File: config.mk
export PLATFORM = sky130hd
export DESIGN_NAME = pipelined_cla_addsub
export DESIGN_NICKNAME = d
export VERILOG_FILES = /design/src/rtl/pipelined_cla_addsub.sv
export SDC_FILE = /design/constraint.sdc
export NUM_CORES = 1
export LEC_CHECK = 0
export CAP_MARGIN = 20
export CELL_PAD_IN_SITES_DETAIL_PLACEMENT = 1
export CELL_PAD_IN_SITES_GLOBAL_PLACEMENT = 1
export CORE_UTILIZATION = 45
export DETAILED_ROUTE_END_ITERATION = 10
export HOLD_SLACK_MARGIN = 0.02
export PLACE_DENSITY_LB_ADDON = 0.3
export SLEW_MARGIN = 20
export SYNTH_ARGS = -nofsm -noshare
export SYNTH_HDL_FRONTEND = slang
export SYNTH_SLANG_ARGS = --single-unit
File: constraint.sdc
create_clock -name clk -period 4.2 [get_ports clk]
set_clock_uncertainty 0.15 [all_clocks]
set_input_delay 0.63 -clock clk [delete_from_list [all_inputs] [get_ports clk]]
set_output_delay 0.63 -clock clk [all_outputs]
set_load 0.1 [all_outputs]
File: src/rtl/pipelined_cla_addsub.sv
// rtl/pipelined_cla_addsub.sv - pipelined 4-bit-group carry-lookahead adder/subtractor with valid/ready
module pipelined_cla_addsub #(
    parameter int WIDTH = 16,
    parameter int GPS   = 1
) (
    input  logic             clk,
    input  logic             rst_n,
    input  logic             in_valid,
    output logic             in_ready,
    input  logic [WIDTH-1:0] in_a,
    input  logic [WIDTH-1:0] in_b,
    input  logic             in_cin,
    input  logic             in_sub,
    output logic             out_valid,
    input  logic             out_ready,
    output logic [WIDTH-1:0] out_sum,
    output logic             out_cout,
    output logic             out_ovf,
    output logic             out_zero
);
    localparam int SW     = 4 * GPS;
    localparam int STAGES = WIDTH / SW;

    // Full lookahead inside one 4-bit group; returns carries into bits 1..3 and the group carry-out.
    function automatic logic [4:1] cla4(input logic [3:0] g, input logic [3:0] p, input logic c0);
        logic [4:1] c;
        c[1] = g[0] | (p[0] & c0);
        c[2] = g[1] | (p[1] & g[0]) | (p[1] & p[0] & c0);
        c[3] = g[2] | (p[2] & g[1]) | (p[2] & p[1] & g[0]) | (p[2] & p[1] & p[0] & c0);
        c[4] = g[3] | (p[3] & g[2]) | (p[3] & p[2] & g[1]) | (p[3] & p[2] & p[1] & g[0])
             | (p[3] & p[2] & p[1] & p[0] & c0);
        return c;
    endfunction

    logic              advance;
    logic [WIDTH-1:0]  ia   [STAGES];
    logic [WIDTH-1:0]  ib   [STAGES];
    logic [WIDTH-1:0]  isum [STAGES];
    logic [WIDTH-1:0]  nsum [STAGES];
    logic [STAGES-1:0] ic, iv, nc;
    logic              novf, nzero;

    logic [WIDTH-1:0]  ra   [STAGES];
    logic [WIDTH-1:0]  rb   [STAGES];
    logic [WIDTH-1:0]  rsum [STAGES];
    logic [STAGES-1:0] rc, rv;
    logic              rovf, rzero;

    assign advance   = !rv[STAGES-1] || out_ready;
    assign in_ready  = advance;
    assign out_valid = rv[STAGES-1];
    assign out_sum   = rsum[STAGES-1];
    assign out_cout  = rc[STAGES-1];
    assign out_ovf   = rovf;
    assign out_zero  = rzero;

    for (genvar k = 0; k < STAGES; k++) begin : g_stage
        logic [SW-1:0] sa, sb, sp, sg, bc, ss;
        logic [GPS:0]  gc;

        // Operand b is inverted once on entry; later stages see the already-inverted copy.
        if (k == 0) begin : g_first
            assign ia[k]   = in_a;
            assign ib[k]   = in_sub ? ~in_b : in_b;
            assign ic[k]   = in_sub | in_cin;
            assign iv[k]   = in_valid;
            assign isum[k] = '0;
        end else begin : g_next
            assign ia[k]   = ra[k-1];
            assign ib[k]   = rb[k-1];
            assign ic[k]   = rc[k-1];
            assign iv[k]   = rv[k-1];
            assign isum[k] = rsum[k-1];
        end

        assign sa    = ia[k][SW*k +: SW];
        assign sb    = ib[k][SW*k +: SW];
        assign sp    = sa ^ sb;
        assign sg    = sa & sb;
        assign gc[0] = ic[k];

        for (genvar j = 0; j < GPS; j++) begin : g_grp
            logic [4:1] c;
            assign c              = cla4(sg[4*j +: 4], sp[4*j +: 4], gc[j]);
            assign bc[4*j +: 4]   = {c[3:1], gc[j]};
            assign gc[j+1]        = c[4];
        end

        assign ss      = sp ^ bc;
        assign nsum[k] = isum[k] | (WIDTH'(ss) << (SW * k));
        assign nc[k]   = gc[GPS];

        if (k == STAGES - 1) begin : g_last
            assign novf  = bc[SW-1] ^ gc[GPS];
            assign nzero = (nsum[k] == '0);
        end
    end

    // The whole pipe advances or freezes as a single unit.
    always_ff @(posedge clk) begin
        if (!rst_n) begin
            for (int k = 0; k < STAGES; k++) begin
                ra[k]   <= '0;
                rb[k]   <= '0;
                rsum[k] <= '0;
            end
            rc    <= '0;
            rv    <= '0;
            rovf  <= 1'b0;
            rzero <= 1'b0;
        end else if (advance) begin
            for (int k = 0; k < STAGES; k++) begin
                ra[k]   <= ia[k];
                rb[k]   <= ib[k];
                rsum[k] <= nsum[k];
            end
            rc    <= nc;
            rv    <= iv;
            rovf  <= novf;
            rzero <= nzero;
        end
    end
endmodule

== Yosys cells after proc, flatten, opt, wreduce, memory -nomap -nowiden ==
Memory sizes are Yosys's and may differ from the RTL's.
Index checks and enable logic that the tools add are counted.
Storage, ports and cells
  memories kept: 3
  register bits after elaboration: 10
  word-level logic and storage cells: 161
  output and inout port bits: 21
  bits in latches: 0
  bits of input ports: 38
  bits in read-only memories: 0
  memory bits (writable): 192
Cells by class
  bitwise logic cells: 134
  shift operators: 0
  divide/modulo/power cells: 0
  $mul: 0
  add/sub/neg operators: 0
  eq/ne operators: 0
  reductions and logical operators: 3
  magnitude comparators: 0
  multiplexer cells: 17
Memories
  ra: words 4, bits a word 16, read ports 3, clocked after Yosys merged registers in 0, write ports 4, RTL line 43  | logic [WIDTH-1:0] ra [STAGES];
  rb: words 4, bits a word 16, read ports 3, clocked after Yosys merged registers in 0, write ports 4, RTL line 44  | logic [WIDTH-1:0] rb [STAGES];
  rsum: words 4, bits a word 16, read ports 4, clocked after Yosys merged registers in 0, write ports 4, RTL line 45  | logic [WIDTH-1:0] rsum [STAGES];
Operators by type and width (number)
  two-way mux 16 bit: 13
  bitwise AND 1 bit: 64
  OR 1 bit: 53
  bitwise XOR 4 bit: 8
  bitwise AND 4 bit: 4
  zero test 16 bit: 1
  inverter 16 bit: 1
  OR 16 x 12 -> 16 bit: 1
  OR 16 bit: 1
  OR 16 x 8 -> 16 bit: 1
  two-way mux 1 bit: 4
  zero test 1 bit: 1
  logical OR 1 bit: 1
  bitwise XOR 1 bit: 1

== Depth between registers and ports, before layout ==
  depth in word-level cells: 9
  gate-level depth with buffers: 7
  mapped depth without buffers: 6

== Worst setup path before layout ==
Ideal clock, no wire load.
  path type: flip-flop to flip-flop
  start point: reg rv[3]
  end point: mem ra[0][10] (enable)
  stages on the path, launching flop included: 4
  clock period less this slack: 4.032 ns
  library setup time: 0.847 ns
  path slack: 0.168 ns
  arrival time: 3.035 ns
  path buffers: 1
  required time: 3.203 ns
  cells stage by stage: dfxtp_1 nor2b_4 clkbuf_1 nand2_1
RTL lines
  start: declaration: RTL line 46  | logic [STAGES-1:0] rc, rv;
  start signal: assignment: RTL line 118  | rv <= iv;
  end: declaration: RTL line 43

== Final worst setup path ==
  start point: in out_ready
  end point: out in_ready
On the way
  longest elaborated chain between the ends: 1
Ends and longest elaborated chain
  start: declaration: RTL line 15  | input logic out_ready,
  logical OR 1 bit: RTL line 49  | assign advance = !rv[STAGES-1] || out_ready;
  end: declaration: RTL line 9  | output logic in_ready,
Every way passes these cells.

==> out/summary.txt <==
count of fill cells added during filler insertion -> 946
number of placed I/O pins -> 59
startpoint of the tightest hold check path -> rv[2]
net switching fraction of the power -> 25.1%
arrival time of data at the critical path endpoint -> 2.33 ns
cells along the critical path -> clkdlybuf4s50_1 -> nor2b_4 -> inv_1 -> buf_4 -> buf_12
required time at the worst-slack endpoint -> 3.42 ns
CP peak stage delay -> 0.44 ns
DP Cell Count -> 492
Netlist Area Pre-Place -> 4360 um2
most used cells in the layout excluding fill and tap cells -> edfxtp_1 (88), and3_1 (64), clkdlybuf4s50_1 (56)
register cell area after layout -> 2840 um2
Clock H-tree levels -> 3
Inserted Clock Buffers -> 9
share of synthesized area occupied by flip-flops and latches -> 65.3%
met3 track demand over resource -> 4.04%
weighted congestion reported at the end of routability-driven placement -> 0.686
Floorplan Core Area -> 9330 um2
global-route met2 utilization -> 28.1%
Comb pwr share -> 13.7%
DRC violation count after routing -> 0
cell type contributing the most total cell area after synthesis -> edfxtp_1
total gr overflow -> 0
Fin. Hold Viols -> 0
net count after synthesis -> 380
ratio of cells with drive above 1 in the final layout -> 7.92%
total die area -> 10100 um2
die height -> 100 um
x dimension of the die -> 100 um
Std-Cell Rows -> 35
Port Buffer Count -> 58
quantity of gates resized following cts -> 0
number of buffer and inverter instances along the worst setup path -> 4
total number of yosys warnings -> 0
r2r endpoint -> rsum[0][41]
post-DR vias/cell -> 5.03
final net count -> 432
via count of the routed design -> 2553
maximum frequency from static timing analysis -> 0.322 GHz
hold_buf cts -> 0
critical path's top delay family -> buffers and inverters
number of flip-flops and latches in the synthesized netlist -> 98
post-place setup slack -> 1.12 ns
sequential share of power -> 54.4%
detail-routed net length per standard cell -> 14.8 um
sink count of the clock tree -> 98
final total negative setup slack -> 0 ns
area of the multi-input gates -> 1410 um2
Min-Delay Path Class -> reg2reg
setup slack after layout -> 1.09 ns
Final HPWL DP -> 5110 um
proportion of power drawn by the clock network -> 32.0%
most frequently used flop master after synthesis -> edfxtp_1
master cell of the clock root buffer -> clkbuf_8
1st-pass router iterations -> 4
# diodes -> 0
remaining antenna violation count -> 0
tightest hold margin -> 0.314 ns
starting density of the core -> 46.7%
worst setup path start -> out_ready
antenna violations before repair -> 0
insertion delay to the later sink of the worst-skew pair -> 0.37 ns
setup repair after global routing missed its margin -> no
leading cell type in the layout, fill and taps excluded -> edfxtp_1
average footprint of a synthesized cell -> 13.5 um2
final slew viol count -> 0
Synth async-reset ratio -> 0%
number of instances in the synthesized netlist -> 322
area added between synthesis and finish -> 21.2%
leakage power -> 0.00231 uW
Final min period -> 3.11 ns
Worst Max-Slew Pin Slew -> 0.974 ns
final core occ -> 56.6%
met1 track utilization from global routing -> 20.2%
number of cells on the worst reg-to-reg path -> 4
Sw Pwr -> 533 uW
peak supply drop -> 0.153 mV
largest net degree at the start of global routing -> 89
nature of the critical path endpoint -> output pin
final setup violation count -> 0
relative slew slack -> 34.8%
number of stages on the worst setup path -> 5
Synth area leaders -> edfxtp_1 (61%), and3_1 (9.2%), dfxtp_1 (4.6%)
number of post-CTS setup repair buffers -> 0
unique cell type count in the Yosys netlist -> 41
status -> finished clean
r2r startpoint -> rv[3]
maximum number of buffers from clock root to sink -> 2
total power divided by cell area -> 403 nW/um2
setup slack of the worst register-to-register path -> 1.80 ns
final period utilization -> 74.0%
total wire length -> 7540 um
grt peak-use layer -> met2
number of cells in the finished layout apart from fillers -> 508
wire length of the first global-routing pass -> 12400 um
number of DRC violations after detailed-routing iteration 0 -> 129
Post-synth EDFFs -> 88
internal power consumption -> 1590 uW
Setup crit start kind -> input pin
Worst path slowest cell -> clkdlybuf4s50_1
clock tree from TritonCTS -> yes
number of maximum-capacitance violations -> 0
GRT Resource Usage Total -> 16.4%
Critical Path End -> in_ready
Critical Setup Path Class -> in2out
clock slew at reported path FFs -> 0.10 ns
area share of the leading cell type in the synthesized netlist -> 60.7%
CP Max Fanout -> 37
number of global-route vias before repair -> 2541
## cells by family (layout without fill, tap and decap cells)
group / Yosys count / count (layout) / synth area share, %
compound gates: 33 / 33 / 5.43
flops: 98 / 98 / 65.3
buf+inv: 27 / 84 / 2.67
fa+ha+maj: 20 / 20 / 6.43
xor+xnor: 23 / 23 / 4.63
simple gates: 121 / 121 / 15.6
## registers in the layout, summed over array words and instances (netlist names)
register / cells
rsum: 40
ra: 24
rb: 24
rc: 4
rv: 4
out_ovf: 1
out_zero: 1
## synth_stat cells (3+ instances only)
master	number
edfxtp_1	88
and3_1	64
nor2_1	25
clkbuf_1	16
ha_1	16
xnor2_1	16
nand2_1	14
dfxtp_1	10
xor2_1	7
inv_1	6
o21ai_0	6
a21oi_1	5
o21a_1	5
fa_1	4
nor3_1	4
a21boi_0	3
a21o_1	3
buf_2	3
## how the worst min path moves through the flow
stage	to	slack [ns]	depth (start not counted)
after floorplan	rv[3]	0.29	1
after global placement	rv[3]	0.30	1
after detailed placement	rv[3]	0.31	1
after CTS	rv[3]	0.32	1
after global routing	rv[3]	0.35	1
final	rv[3]	0.31	1
## power by group through the flow
stage	clock network (uW)	logic (uW)	registers, uW
after detailed placement	0	292	1180
after floorplan	0	130	1240
after global placement	0	282	1170
after global routing	724	317	1160
final	679	290	1160
after CTS	689	294	1160
## final cells by class
type / instances / area share (%)
Sequential cell: 98 / 53.9
Timing Repair Buffer: 62 / 11.7
Tap cell: 129 / 3.06
Clock buffer: 9 / 2.35
Clock inverter: 7 / 1.87
Inverter: 6 / 0.427
Multi-Input combinational cell: 197 / 26.8
## layer usage
| layer | up-vias | part of all wire, % |
|---|---|---|
| met5 | - | 0 |
| met4 | 0 | 1.4 |
| met3 | 9 | 3.3 |
| met2 | 52 | 50 |
| met1 | 1216 | 45 |
| li1 | 1276 | - |
## stage by stage
step / instance area (um2) / power, uW
floorplan: 4360 / 1370
global placement: 5050 / 1460
detailed placement: 5050 / 1470
CTS: 5270 / 2140
global route: 5280 / 2200
finish: 5280 / 2130
(Power assumes the default switching activity.)
